**src/rtl/flash_arbiter_pkg.sv**
```systemverilog
// Shared bus widths, arbiter state encoding and the round-robin helper
// for the flash_arbiter that sits in front of the flash wrapper.
package flash_arbiter_pkg;

  localparam int unsigned WB_ADDR_W = 32;
  localparam int unsigned WB_DATA_W = 32;

  localparam logic [15:0] ARB_DEFAULT_TIMEOUT = 16'd4095;

  typedef enum logic [1:0] {
    ARB_IDLE    = 2'd0,
    ARB_BUSY0   = 2'd1,
    ARB_BUSY1   = 2'd2,
    ARB_RELEASE = 2'd3
  } arb_state_e;

  typedef enum logic {
    OWNER_M0 = 1'b0,
    OWNER_M1 = 1'b1
  } owner_e;

  // On a tie the requester not served last wins; otherwise the lone requester.
  function automatic owner_e pick_owner(input logic sel0, input logic sel1,
                                        input owner_e last);
    owner_e win;
    if (sel0 && sel1) begin
      if (last == OWNER_M1) win = OWNER_M0;
      else                  win = OWNER_M1;
    end else if (sel1) begin
      win = OWNER_M1;
    end else begin
      win = OWNER_M0;
    end
    return win;
  endfunction

endpackage

```
**src/rtl/flash_arbiter.sv**
```systemverilog
// Two-master arbiter in front of the flash wrapper slave port: serialises
// transactions, routes ack/data to the owner, forces a release gap, times out.
module flash_arbiter
  import flash_arbiter_pkg::*;
#(
  parameter logic [15:0] TIMEOUT_CYCLES = ARB_DEFAULT_TIMEOUT
) (
  input  logic                 clk,
  input  logic                 rst,

  input  logic [WB_ADDR_W-1:0] m0_addr_i,
  input  logic [WB_DATA_W-1:0] m0_data_i,
  output logic [WB_DATA_W-1:0] m0_data_o,
  input  logic                 m0_select_i,
  input  logic                 m0_we_i,
  output logic                 m0_ack_o,
  output logic                 m0_err_o,

  input  logic [WB_ADDR_W-1:0] m1_addr_i,
  input  logic [WB_DATA_W-1:0] m1_data_i,
  output logic [WB_DATA_W-1:0] m1_data_o,
  input  logic                 m1_select_i,
  input  logic                 m1_we_i,
  output logic                 m1_ack_o,
  output logic                 m1_err_o,

  output logic [WB_ADDR_W-1:0] s_addr_o,
  output logic [WB_DATA_W-1:0] s_data_o,
  input  logic [WB_DATA_W-1:0] s_data_i,
  output logic                 s_select_o,
  output logic                 s_we_o,
  input  logic                 s_ack_i,

  output logic [1:0]           grant_o
);

  arb_state_e  state;
  arb_state_e  state_nxt;
  owner_e      last_grant;
  logic [15:0] tmo_cnt;
  logic        busy;
  logic        tmo_hit;

  assign busy    = (state == ARB_BUSY0) || (state == ARB_BUSY1);
  assign tmo_hit = (TIMEOUT_CYCLES != 16'd0) &&
                   (tmo_cnt == (TIMEOUT_CYCLES - 16'd1));

  always_ff @(posedge clk) begin
    if (rst) begin
      state      <= ARB_IDLE;
      last_grant <= OWNER_M1;
      tmo_cnt    <= '0;
    end else begin
      state <= state_nxt;

      if (state == ARB_IDLE && state_nxt == ARB_BUSY0) last_grant <= OWNER_M0;
      if (state == ARB_IDLE && state_nxt == ARB_BUSY1) last_grant <= OWNER_M1;

      // Counter is zero on the first BUSY cycle because it is cleared outside BUSY.
      if (!busy) begin
        tmo_cnt <= '0;
      end else if (TIMEOUT_CYCLES != 16'd0 && tmo_cnt != '1) begin
        tmo_cnt <= tmo_cnt + 16'd1;
      end
    end
  end

  always_comb begin
    state_nxt  = state;
    s_addr_o   = '0;
    s_data_o   = '0;
    s_select_o = 1'b0;
    s_we_o     = 1'b0;
    grant_o    = 2'b00;
    m0_ack_o   = 1'b0;
    m0_err_o   = 1'b0;
    m0_data_o  = '0;
    m1_ack_o   = 1'b0;
    m1_err_o   = 1'b0;
    m1_data_o  = '0;

    case (state)
      ARB_IDLE: begin
        if (m0_select_i || m1_select_i) begin
          if (pick_owner(m0_select_i, m1_select_i, last_grant) == OWNER_M0)
            state_nxt = ARB_BUSY0;
          else
            state_nxt = ARB_BUSY1;
        end
      end

      ARB_BUSY0: begin
        grant_o    = 2'b01;
        s_addr_o   = m0_addr_i;
        s_data_o   = m0_data_i;
        s_select_o = m0_select_i;
        s_we_o     = m0_we_i;
        m0_ack_o   = s_ack_i;
        m0_data_o  = s_data_i;
        // An ack in the timeout cycle wins; a dropped select is a silent abort.
        m0_err_o   = tmo_hit && !s_ack_i && m0_select_i;
        if (s_ack_i || !m0_select_i || tmo_hit) state_nxt = ARB_RELEASE;
      end

      ARB_BUSY1: begin
        grant_o    = 2'b10;
        s_addr_o   = m1_addr_i;
        s_data_o   = m1_data_i;
        s_select_o = m1_select_i;
        s_we_o     = m1_we_i;
        m1_ack_o   = s_ack_i;
        m1_data_o  = s_data_i;
        m1_err_o   = tmo_hit && !s_ack_i && m1_select_i;
        if (s_ack_i || !m1_select_i || tmo_hit) state_nxt = ARB_RELEASE;
      end

      ARB_RELEASE: begin
        state_nxt = ARB_IDLE;
      end

      default: begin
        state_nxt = ARB_IDLE;
      end
    endcase
  end

endmodule

```
**config.mk**
```make
export PLATFORM = sky130hd
export DESIGN_NAME = flash_arbiter
export DESIGN_NICKNAME = d
export VERILOG_FILES = /design/src/rtl/flash_arbiter_pkg.sv /design/src/rtl/flash_arbiter.sv
export SDC_FILE = /design/constraint.sdc
export NUM_CORES = 1
export LEC_CHECK = 0
export ABC_AREA = 1
export BUFFER_PORTS_ARGS = -buffer_cell sky130_fd_sc_hd__buf_2
export CORE_AREA = 2 2 116 118
export CTS_CLUSTER_DIAMETER = 40
export DETAILED_ROUTE_END_ITERATION = 16
export DIE_AREA = 0 0 118 120
export PLACE_DENSITY = 0.58
export SLEW_MARGIN = 10
export SYNTH_ARGS = -nofsm -noshare
export SYNTH_HDL_FRONTEND = slang
export SYNTH_SLANG_ARGS = --single-unit
```
**constraint.sdc**
```tcl
create_clock -name clk -period 1.8 [get_ports clk]
set_clock_uncertainty 0.15 [all_clocks]
set_input_delay 0.09 -clock clk [delete_from_list [all_inputs] [get_ports clk]]
set_output_delay 0.09 -clock clk [all_outputs]
set_load 0.02 [all_outputs]
```
==> key figures <==
Global routing
  – GR Util All Layers: 0.207
  – Gr ovfl total: 0
  – Largest net degree at the start of global routing: 28
  – First-pass GRT wire length: about 23 mm
  – Vias in the first global route: 4053
  – Initial antenna violation count: 3

Status
  – Failing checks: negative setup slack
  – Outcome: complete, but fails checks

Synth
  – Synth area leaders: nand2_1 33%, dfxtp_1 15%, a21oi_1 14%
  – Synth Flop Type: dfxtp_1
  – Area leader, netlist: nand2_1
  – Mapped Cells: 526
  – Async set-reset flop share out of synthesis: 0
  – Mapped Area: 2620 µm²
  – Post-synthesis sequential area ratio: 0.145
  – Flip-flop and latch count after synthesis: 19
  – Syn. warnings: 0
  – Top cells by count, synth: 232 x nand2_1, 90 x inv_1, 71 x a21oi_1, 25 x clkbuf_1, 21 x nor2_1
  – Most common cell in the synthesized netlist: nand2_1
  – Cell variety after synth: 32
  – Synth Net Count: about 700
  – EDFF count, synth: 0
  – Mapped Avg Cell Area: ~5.0 µm²
  – Area fraction of the dominant cell type after synthesis: 0.333

Timing
  – RSZ-0062 raised after global routing: true
  – Final setup margin: -133 ps
  – Slew Limit Fails: 0
  – Final Hold Vio Count: 0
  – WHS: about 120 ps
  – Final Critical Period: 1930 ps
  – Worst slew pin tran: approximately 270 ps
  – F_max: about 0.52 GHz
  – TNS Setup: -3940 ps
  – Final period util: 1.07
  – Worst slew margin: 0.816
  – Final setup vio count: between 70 and 80

Finish
  – # nets final: 1044
  – Post-route cell area: 6880 µm²
  – Core Util, Final: 0.530
  – Synth-to-layout area growth: 163%
  – Layout cell share with drive strength beyond 1: 0.670

Setup path
  – Largest stage delay, worst path: approximately 320 ps
  – Crit path cell chain: inv_2, buf_6, ha_4, buf_12, buf_12, clkbuf_16, nand2_4, a21oi_2, buf_6
  – Worst EP required: approximately 1600 ps
  – Number of stages on the worst setup path: 9
  – Worst-path fanout max: 6
  – CP endpoint kind: output pin
  – Critical path type: reg -> out
  – Buffer and inverter count on the worst path: 6
  – FF-to-FF path depth: 10
  – Worst path arrival time: 1690 ps
  – Crit path max-delay family: buffers and inverters
  – Crit path launch type: register
  – Slowest CP cell: dfxtp_2

Worst hold path
  – Worst Hold Class: in -> reg
  – Worst Hold Path Cells: 4

Drt
  – DRC violation count after routing: 0
  – DR pass1 iterations: 5
  – Routed vias: 4536
  – Initial DRC Count: roughly 210
  – Remaining antenna violation count after routing: 0
  – DR vias/cell: 4.32
  – Mean routed wirelength per cell: around 16 µm
  – Total routed wirelength: 17.2 mm

Floorplan
  – Core area: around 13000 µm²
  – Site Rows: between 40 and 50
  – Die area: 14200 µm²
  – I/O pin cnt: ~300
  – Die H: around 120 µm
  – Die X: between 100 and 150 µm
  – Initial Utilization: 0.202

Power and ir drop
  – Pleak: roughly 3.8 nW
  – Pwr dens: about 1600 nW/µm²
  – VDD IR max: approximately 0.96 mV

Clock network
  – Htree depth: 1
  – TritonCTS clock tree: done
  – Root Driver: clkbuf_16
  – Worst skew pair latency: 250 ps
  – Total CTS buffers: 3
  – Worst-path clk slew: approximately 60 ps
  – Clock buffer depth: 2
  – CTS sink count: 19

Placement
  – Final RePlAce weighted congestion: about 0.91
  – HPWL after detailed placement: about 11 mm
  – IO buf count: 302
  – DP Area: around 4700 µm²

Job
  – Max Cap Violations: 0
## path summary, 6_finish.rpt
check | start | end | slack [ps]
worst max-delay path | state[0] | s_addr_o[19] | -130
worst min-delay path | m0_select_i | state[1] | 120
worst max register to register | tmo_cnt[1] | tmo_cnt[12] | 80
worst min register to register | last_grant | last_grant | 300
## power breakdown
group | internal (mW) | total, mW | switching (mW)
clock network | 0.298 | 0.466 | 0.168
registers | 0.478 | 0.511 | 0.0325
logic | 4.87 | 10.3 | 5.41
total | 5.64 | 11.3 | 5.61
## state kept, by name, summed over array words and instances (netlist names)
signal / flops
last_grant: 1
state: 2
tmo_cnt: 16
## metrics by stage
stage	cells	setup WS (ps)	power [mW]
global route	1049	-195	11.9
floorplan	526	-51.8	4.20
detailed placement	994	90.9	6.53
CTS	1025	-121	9.62
global placement	994	101	6.53
finish	1049	-133	11.3
## worst register-to-register path: stages, from the launching register on
cell and delay, ps:
dfxtp_4 360, buf_6 100, ha_2 160, inv_2 50, nor2_4 120, nand2_4 90
nor2_8 150, nand2_4 70, xor2_2 160, o21ai_2 170, inv_1 50
## area by class of cell
type | instances | area, µm²
Antenna cell | 2 | 5.00
Clock buffer | 3 | 75.1
Clock inverter | 1 | 5.00
Fill cell | 1267 | 6100
Inverter | 96 | 374
Multi-Input combinational cell | 382 | 2650
Sequential cell | 19 | 388
Tap cell | 176 | 220
Timing Repair Buffer | 370 | 3160
## cells in the final DEF, fill, tap and decap left out, types with 5 or more instances in the layout
cell type  netlist  routed
dfxtp_1         19      15
nand2_4          2      42
a21oi_1         71       5
buf_6            0      73
buf_12           0      17
o21ai_0          5       5
nand4_1          5       5
nor2_1          21      20
nand2_2          1      42
nand3_1          8       7
buf_4            0      58
buf_16           0      10
buf_2            1     201
nand2_1        232     150
inv_1           90      63
a21oi_4          0      16
inv_2            5      31
a21oi_2          0      50
clkbuf_16        0      10
## what timing repair did
action | in CTS | in global routing
hold buffers | 1 | 0
setup endpoints to repair | 66 | 129
cloned | 14 | 7
hold endpoints to repair | 1 | 0
pin swaps | 18 | 48
resized for setup | 146 | 229
setup buffers | 12 | 16
## cell families after synthesis
kind of cell | after synthesis | synth area share
and+or+nand+nor | 284 | 0.458
buffers and inverters | 125 | 0.180
AOI/OAI and AO/OA | 85 | 0.166
DFF | 19 | 0.145
xor gates and xnor gates | 8 | 0.0268
adders and majority gates | 5 | 0.0239
## layer usage
metal / vias to the layer above / part of all wire / track usage
met1: 2036 / 0.36 / 0.233
met5: - / 0.00041 / 0
met2: 208 / 0.55 / 0.406
met3: 13 / 0.070 / 0.0394
met4: 2 / 0.013 / 0.0346
li1: 2277 / - / -
Note: power is estimated with default switching activity, not from simulation.
